--- src/rtl/riscv_pkg.sv ---
// Shared RV32I decode constants and types for the ALU control stage.
// Contents: ALU function codes, base opcodes, funct3/funct7 values,
// immediate-format enum, decoded-word struct and two small helpers
// (immediate generation, funct3 -> alufn mapping).
package riscv_pkg;

  localparam logic [3:0] ALUFN_ADD   = 4'b0000;
  localparam logic [3:0] ALUFN_SUB   = 4'b0001;
  localparam logic [3:0] ALUFN_PASSB = 4'b0011;
  localparam logic [3:0] ALUFN_OR    = 4'b0100;
  localparam logic [3:0] ALUFN_AND   = 4'b0101;
  localparam logic [3:0] ALUFN_XOR   = 4'b0111;
  localparam logic [3:0] ALUFN_SRL   = 4'b1000;
  localparam logic [3:0] ALUFN_SLL   = 4'b1001;
  localparam logic [3:0] ALUFN_SRA   = 4'b1010;
  localparam logic [3:0] ALUFN_SLT   = 4'b1101;
  localparam logic [3:0] ALUFN_JALR  = 4'b1110;
  localparam logic [3:0] ALUFN_SLTU  = 4'b1111;

  localparam logic [6:0] OPC_OP     = 7'b0110011;
  localparam logic [6:0] OPC_OPIMM  = 7'b0010011;
  localparam logic [6:0] OPC_LUI    = 7'b0110111;
  localparam logic [6:0] OPC_AUIPC  = 7'b0010111;
  localparam logic [6:0] OPC_JAL    = 7'b1101111;
  localparam logic [6:0] OPC_JALR   = 7'b1100111;
  localparam logic [6:0] OPC_LOAD   = 7'b0000011;
  localparam logic [6:0] OPC_STORE  = 7'b0100011;
  localparam logic [6:0] OPC_BRANCH = 7'b1100011;

  localparam logic [2:0] F3_ADD  = 3'b000;
  localparam logic [2:0] F3_SLL  = 3'b001;
  localparam logic [2:0] F3_SLT  = 3'b010;
  localparam logic [2:0] F3_SLTU = 3'b011;
  localparam logic [2:0] F3_XOR  = 3'b100;
  localparam logic [2:0] F3_SR   = 3'b101;
  localparam logic [2:0] F3_OR   = 3'b110;
  localparam logic [2:0] F3_AND  = 3'b111;

  localparam logic [6:0] F7_BASE = 7'h00;
  localparam logic [6:0] F7_ALT  = 7'h20;

  typedef enum logic [2:0] {IMM_Z, IMM_I, IMM_S, IMM_B, IMM_U, IMM_J} imm_t;

  typedef struct packed {
    logic [3:0]  alufn;
    logic        sel_imm;
    logic        sel_pc;
    logic [31:0] imm;
    logic [4:0]  rs1_addr;
    logic [4:0]  rs2_addr;
    logic [4:0]  rd_addr;
    logic        reg_we;
    logic        illegal;
  } dec_t;

  function automatic logic [31:0] gen_imm(input logic [31:0] i, input imm_t t);
    case (t)
      IMM_I:   gen_imm = {{20{i[31]}}, i[31:20]};
      IMM_S:   gen_imm = {{20{i[31]}}, i[31:25], i[11:7]};
      IMM_B:   gen_imm = {{19{i[31]}}, i[31], i[7], i[30:25], i[11:8], 1'b0};
      IMM_U:   gen_imm = {i[31:12], 12'b0};
      IMM_J:   gen_imm = {{11{i[31]}}, i[31], i[19:12], i[20], i[30:21], 1'b0};
      default: gen_imm = 32'b0;
    endcase
  endfunction

  // alt selects the funct7=0x20 flavour (SUB for f3=000, SRA for f3=101)
  function automatic logic [3:0] f3_alufn(input logic [2:0] f3, input logic alt);
    case (f3)
      F3_ADD:  f3_alufn = alt ? ALUFN_SUB : ALUFN_ADD;
      F3_SLL:  f3_alufn = ALUFN_SLL;
      F3_SLT:  f3_alufn = ALUFN_SLT;
      F3_SLTU: f3_alufn = ALUFN_SLTU;
      F3_XOR:  f3_alufn = ALUFN_XOR;
      F3_SR:   f3_alufn = alt ? ALUFN_SRA : ALUFN_SRL;
      F3_OR:   f3_alufn = ALUFN_OR;
      default: f3_alufn = ALUFN_AND;
    endcase
  endfunction

endpackage

--- src/rtl/alu_ctrl_decode.sv ---
// Pure combinational RV32I decoder: instruction word -> decoded word.
// Ports:
//   instr  in   32-bit instruction word
//   dec    out  decoded word (alufn, operand selects, imm, reg fields,
//               reg_we, illegal)
module alu_ctrl_decode
  import riscv_pkg::*;
(
  input  logic [31:0] instr,
  output dec_t        dec
);

  logic [6:0] opc;
  logic [2:0] f3;
  logic [6:0] f7;
  logic       legal;
  logic       writes;
  logic       sel_imm;
  logic       sel_pc;
  logic [3:0] fn;
  imm_t       ityp;

  assign opc = instr[6:0];
  assign f3  = instr[14:12];
  assign f7  = instr[31:25];

  always_comb begin
    legal   = 1'b0;
    writes  = 1'b0;
    sel_imm = 1'b0;
    sel_pc  = 1'b0;
    fn      = ALUFN_ADD;
    ityp    = IMM_Z;
    case (opc)
      OPC_OP: begin
        writes = 1'b1;
        if (f7 == F7_BASE) begin
          legal = 1'b1;
          fn    = f3_alufn(f3, 1'b0);
        end else if (f7 == F7_ALT && (f3 == F3_ADD || f3 == F3_SR)) begin
          legal = 1'b1;
          fn    = f3_alufn(f3, 1'b1);
        end
      end
      OPC_OPIMM: begin
        writes  = 1'b1;
        sel_imm = 1'b1;
        ityp    = IMM_I;
        // funct7 only qualifies the shift forms; ADDI never becomes SUB
        case (f3)
          F3_SLL: begin
            legal = (f7 == F7_BASE);
            fn    = ALUFN_SLL;
          end
          F3_SR: begin
            legal = (f7 == F7_BASE) || (f7 == F7_ALT);
            fn    = f3_alufn(f3, f7 == F7_ALT);
          end
          default: begin
            legal = 1'b1;
            fn    = f3_alufn(f3, 1'b0);
          end
        endcase
      end
      OPC_LUI: begin
        legal = 1'b1; writes = 1'b1; sel_imm = 1'b1; ityp = IMM_U; fn = ALUFN_PASSB;
      end
      OPC_AUIPC: begin
        legal = 1'b1; writes = 1'b1; sel_imm = 1'b1; sel_pc = 1'b1; ityp = IMM_U;
      end
      OPC_JAL: begin
        legal = 1'b1; writes = 1'b1; sel_imm = 1'b1; sel_pc = 1'b1; ityp = IMM_J;
      end
      OPC_JALR: begin
        legal = (f3 == 3'b000); writes = 1'b1; sel_imm = 1'b1; ityp = IMM_I;
        fn    = ALUFN_JALR;
      end
      OPC_LOAD: begin
        legal = 1'b1; writes = 1'b1; sel_imm = 1'b1; ityp = IMM_I;
      end
      OPC_STORE: begin
        legal = 1'b1; sel_imm = 1'b1; ityp = IMM_S;
      end
      OPC_BRANCH: begin
        legal = 1'b1; ityp = IMM_B; fn = ALUFN_SUB;
      end
      default: ;
    endcase
  end

  // Illegal words still carry their register fields but all control is neutral
  assign dec.alufn    = legal ? fn : ALUFN_ADD;
  assign dec.sel_imm  = legal & sel_imm;
  assign dec.sel_pc   = legal & sel_pc;
  assign dec.imm      = legal ? gen_imm(instr, ityp) : 32'b0;
  assign dec.rs1_addr = instr[19:15];
  assign dec.rs2_addr = instr[24:20];
  assign dec.rd_addr  = instr[11:7];
  assign dec.reg_we   = legal & writes & (instr[11:7] != 5'd0);
  assign dec.illegal  = ~legal;

endmodule

--- src/rtl/alu_ctrl_stage.sv ---
// ALU control issue stage: decodes RV32I words and holds them in a
// 2-entry skid buffer with valid/ready on both sides and a redirect flush.
// Ports:
//   clk, rst_n            clock, async active-low reset
//   flush                 drop all held and incoming entries
//   in_valid/in_ready     fetch-side handshake (in_ready registered)
//   instr                 instruction word
//   out_valid/out_ready   execute-side handshake (out_valid registered)
//   alufn, sel_imm, sel_pc, imm, rs1_addr, rs2_addr, rd_addr,
//   reg_we, illegal       decoded fields of the head entry
module alu_ctrl_stage
  import riscv_pkg::*;
#(
  parameter int XLEN  = 32,
  parameter int DEPTH = 2
) (
  input  logic            clk,
  input  logic            rst_n,
  input  logic            flush,
  input  logic            in_valid,
  output logic            in_ready,
  input  logic [31:0]     instr,
  output logic            out_valid,
  input  logic            out_ready,
  output logic [3:0]      alufn,
  output logic            sel_imm,
  output logic            sel_pc,
  output logic [XLEN-1:0] imm,
  output logic [4:0]      rs1_addr,
  output logic [4:0]      rs2_addr,
  output logic [4:0]      rd_addr,
  output logic            reg_we,
  output logic            illegal
);

  localparam logic [1:0] FULL = DEPTH[1:0];

  dec_t       dec_p0;
  dec_t       buf_p1 [2];
  dec_t       head;
  logic       head_p1;
  logic       tail_p1;
  logic [1:0] count_p1;
  logic [1:0] count_nxt;
  logic       in_ready_p1;
  logic       vld_p1;
  logic       push;
  logic       pop;

  // ---- stage 0: combinational decode of the incoming word ----
  alu_ctrl_decode u_decode (
    .instr (instr),
    .dec   (dec_p0)
  );

  assign push = in_valid & in_ready_p1;
  assign pop  = vld_p1 & out_ready;

  always_comb begin
    count_nxt = count_p1;
    if (flush) begin
      count_nxt = 2'd0;
    end else begin
      case ({push, pop})
        2'b10:   count_nxt = count_p1 + 2'd1;
        2'b01:   count_nxt = count_p1 - 2'd1;
        default: count_nxt = count_p1;
      endcase
    end
  end

  // ---- stage 1: skid buffer; data cleared on reset so outputs read 0 ----
  always_ff @(posedge clk or negedge rst_n) begin
    if (!rst_n) begin
      buf_p1[0]   <= '0;
      buf_p1[1]   <= '0;
      head_p1     <= 1'b0;
      tail_p1     <= 1'b0;
      count_p1    <= 2'd0;
      in_ready_p1 <= 1'b1;
      vld_p1      <= 1'b0;
    end else begin
      count_p1    <= count_nxt;
      in_ready_p1 <= (count_nxt != FULL);
      vld_p1      <= (count_nxt != 2'd0);
      if (flush) begin
        head_p1 <= 1'b0;
        tail_p1 <= 1'b0;
      end else begin
        if (push) begin
          buf_p1[tail_p1] <= dec_p0;
          tail_p1         <= ~tail_p1;
        end
        if (pop) begin
          head_p1 <= ~head_p1;
        end
      end
    end
  end

  assign head      = buf_p1[head_p1];
  assign in_ready  = in_ready_p1;
  assign out_valid = vld_p1;
  assign alufn     = head.alufn;
  assign sel_imm   = head.sel_imm;
  assign sel_pc    = head.sel_pc;
  assign imm       = head.imm;
  assign rs1_addr  = head.rs1_addr;
  assign rs2_addr  = head.rs2_addr;
  assign rd_addr   = head.rd_addr;
  assign reg_we    = head.reg_we;
  assign illegal   = head.illegal;

endmodule
--- config.mk ---
export PLATFORM = sky130hd
export DESIGN_NAME = alu_ctrl_stage
export DESIGN_NICKNAME = d
export VERILOG_FILES = /design/src/rtl/riscv_pkg.sv /design/src/rtl/alu_ctrl_decode.sv /design/src/rtl/alu_ctrl_stage.sv
export SDC_FILE = /design/constraint.sdc
export NUM_CORES = 1
export LEC_CHECK = 0
export BUFFER_PORTS_ARGS = -buffer_cell sky130_fd_sc_hd__buf_2
export CORE_UTILIZATION = 51
export CTS_BUF_LIST = sky130_fd_sc_hd__clkbuf_4 sky130_fd_sc_hd__clkbuf_8 sky130_fd_sc_hd__clkbuf_16
export CTS_CLUSTER_SIZE = 24
export DETAILED_ROUTE_END_ITERATION = 16
export PLACE_DENSITY = 0.76
export RECOVER_POWER = 50
export REMOVE_ABC_BUFFERS = 1
export SYNTH_ARGS = -nofsm -noshare
export SYNTH_HDL_FRONTEND = slang
export SYNTH_SLANG_ARGS = --single-unit
--- constraint.sdc ---
create_clock -name clk -period 1.9 [get_ports clk]
set_clock_uncertainty 0.15 [all_clocks]
set_input_delay 0.38 -clock clk [delete_from_list [all_inputs] [get_ports clk]]
set_output_delay 0.38 -clock clk [all_outputs]
set_load 0.005 [all_outputs]
==> flow_summary.ini <==
[critical_path]
path_class = reg2out
end_kind = output pin
crit_chain = buf_12 -> mux2_2 -> buf_2
cpMaxStageDelayCell = dfrtp_2
r2r_cells = 6
critical_path_arrival_ps = 1660
cp_slowest_stage_delay_ps = 420
worstPathRequired_ps = 1370
crit_fanout = 27
crit_path_start_kind = flip-flop

[clock_tree]
htreeDepth = 4
cts_buffers = 17
clock_latency_ps = 510
cts.clk_slew.worst_paths_ps = 60
cts_buffer_depth = 2
cts_tree = built
cts.sinks = 116
cts_setup_buffers = 0
clock-root-buffer = clkbuf_8

[floorplanning]
initial_utilization_pct = 52.5
core_um2 = 10800
die_w_um = 108
dieArea_um2 = 11600
die_h_um = 108
num_rows = 38
pin_count = 94

[logic_synthesis]
synth_edf_count = 0
synth_compound_area_share_pct = 18.7
synth_cells = 496
synth.distinct_cells = 51
yosysTopAreaCell = dfrtp_1
syn-cell-area_um2 = 5690
synth.top_cell.area_share_pct = 50.6
synth_xor_area_share_pct = 0.923
ys.flop_type = dfrtp_1
synth-async-reset-ratio_pct = 100
yosys_warnings = 0
synth-seq-cells = 116
synth-simple-area-share_pct = 9.12
ys_top_cells_by_area = dfrtp_1 51%, mux2_2 17%, a22o_1 4.6%
synth_top_family_by_area = compound AO/OA/AOI/OAI gates
synth-seq-area-share_pct = 51.0
synth_adder_area_share_pct = 0.220
synthMuxAreaShare_pct = 17.0
post_synth.cell_area_avg_um2 = 11.5

[drt]
vias_per_cell = 5.94
dr.pass1.iters = 5
num_vias = 4773
drc = 0
antenna_left = 0
drt-initial-drc-count = 425
drt_wl_total_um = 15400
wire_per_inst_um = 19.2

[final_layout]
final_cell_mix = 114 x dfrtp_1, 88 x buf_2, 82 x mux2_2, 58 x buf_4, 45 x nand2_1
drive_gt1_share_pct = 44.2
fin_nets = 689
layout_commonest_cell = dfrtp_1
syn_to_final_growth_pct = 31.4
register_area_um2 = 2910
fillerInstances = 815
diodes = 0
multi_input_area_um2 = 2660

[placement]
portBuffers = 93
gp_congestion = 0.891
hpwl_um = 10700

[sta]
rsz0062_at_grt = true
finalSetupViolations = 55
slew_headroom_pct = 38.6
drv_slew = 0
worst_pin_slew_ps = 921
fmax_mhz = 457
hold_ws_ps = 13.1
period_share_pct = 115
hold_viol = 0
min_period_ps = 2190
setup_slack_ps = -289

[grt]
grt_pass1_wl_um = 25100
grt_pass1_vias = 4977
grt_use_total_pct = 28.7
grt_max_degree = 35
overflow = 0
antenna_found_initial = 0

[power_and_ir_drop]
p_sw_share_pct = 26.8
power_density_nw_per_um2 = 1050
clock_power_share_pct = 37.1
seqPwrFrac_pct = 39.5
p_sw_mw = 2.10
p_comb_share_pct = 23.3
p_leak_nw = 3.60
intPower_mw = 5.74
finalPower_mw = 7.84
irDropWorstVdd_v = 0.000791

[min_path]
hold_class = in2reg
min_path_cells = 2

[run_status]
status = finished, violations left
violations = negative setup slack

[run]
max-cap-violations = 0
-- layout make-up --
| class | instances | share of cell area [%] |
|---|---|---|
| clock inverters | 6 | 0.736 |
| repair buffers | 171 | 15.7 |
| multi-input cells | 340 | 35.6 |
| inverters | 5 | 0.251 |
| well taps | 140 | 2.34 |
| flip-flops and latches | 116 | 38.9 |
| clock buffers | 25 | 6.51 |
-- flip-flops by register name, summed over array words and instances, names as in the netlist --
| register | count |
|---|---|
| out_valid | 1 |
| in_ready | 1 |
| buf_p1 | 110 |
| tail_p1 | 1 |
| head_p1 | 1 |
| count_p1 | 2 |
-- cell families (layout without fill, tap and decap cells) --
group	count (synthesis)	in the layout
muxes	86	86
DFF	116	116
and+or+nand+nor	100	100
buffers and inverters	40	207
adders and majority gates	1	1
xor gates and xnor gates	6	6
AOI/OAI and AO/OA	147	147
-- routing by layer --
layer / global-route usage [%] / wire length [µm]
met4: 9.98 / 319
met5: 0 / 0
met3: 6.66 / 950
met1: 38.1 / 6630
met2: 46.0 / 7500
-- path summary, 6_finish.rpt --
path	startpoint	slack, ps	endpoint
min in group asynchronous	rst_n	390	buf_p1[105]$_DFFE_PN0P_
worst max-delay path	head_p1$_DFFE_PN0P_	-290	imm[13]
worst min register to register	buf_p1[55]$_DFFE_PN0P_	330	buf_p1[55]$_DFFE_PN0P_
worst min-delay path	instr[10]	10	buf_p1[5]$_DFFE_PN0P_
max in group asynchronous	rst_n	130	buf_p1[10]$_DFFE_PN0P_
worst max register to register	in_ready$_DFF_PN1_	60	buf_p1[2]$_DFFE_PN0P_
-- Yosys cell counts, drive strengths merged (4+ instances only) --
cell    instances
a21o           12
a21oi          22
a22o           30
a31oi           4
a32o           14
buf             7
clkbuf         28
dfrtp         115
inv             5
mux2           86
nand2          48
nand2b          4
nor2           15
o21ai          39
o31ai          12
xnor2           4
-- worst max-delay path: cells and delay by family (launching register included) --
kind                   cells  cell delay, ps
flip-flops                 1             420
multiplexers               1             370
buffers and inverters      2             350
-- power by group through the flow --
stage	Clock [mW]	Combinational (mW)	Sequential (mW)
6_report	2.91	1.83	3.10
5_1_grt	3.05	1.98	3.15
4_1_cts	2.93	1.84	3.10
3_5_place_dp	0	1.80	3.14
3_3_place_gp	0	1.74	3.09
2_1_floorplan	0	0.974	3.14
-- through the flow --
| stage | instance area (µm²) | setup slack [ps] | cells | util [%] | TNS (ps) |
|---|---|---|---|---|---|
| global placement | 6800 | -338 | 763 | 62.8 | -21630 |
| floorplan | 5540 | -788 | 461 | - | -88260 |
| finish | 7480 | -289 | 803 | 69.0 | -14370 |
| global route | 7480 | -328 | 803 | 69.0 | -20530 |
| detailed placement | 6800 | -465 | 763 | 62.8 | -26290 |
| CTS | 7490 | -295 | 803 | 69.1 | -14860 |
-- timing repair --
| action | 4_1_cts | 5_1_grt |
|---|---|---|
| hold buffers | 9 | 0 |
| hold endpoints to repair | 43 | 0 |
| setup endpoints to repair | 101 | 84 |
| pin swaps | 0 | 3 |
| cloned | 0 | 0 |
| resized for setup | 12 | 8 |
Note: power is estimated with default switching activity, not from simulation.
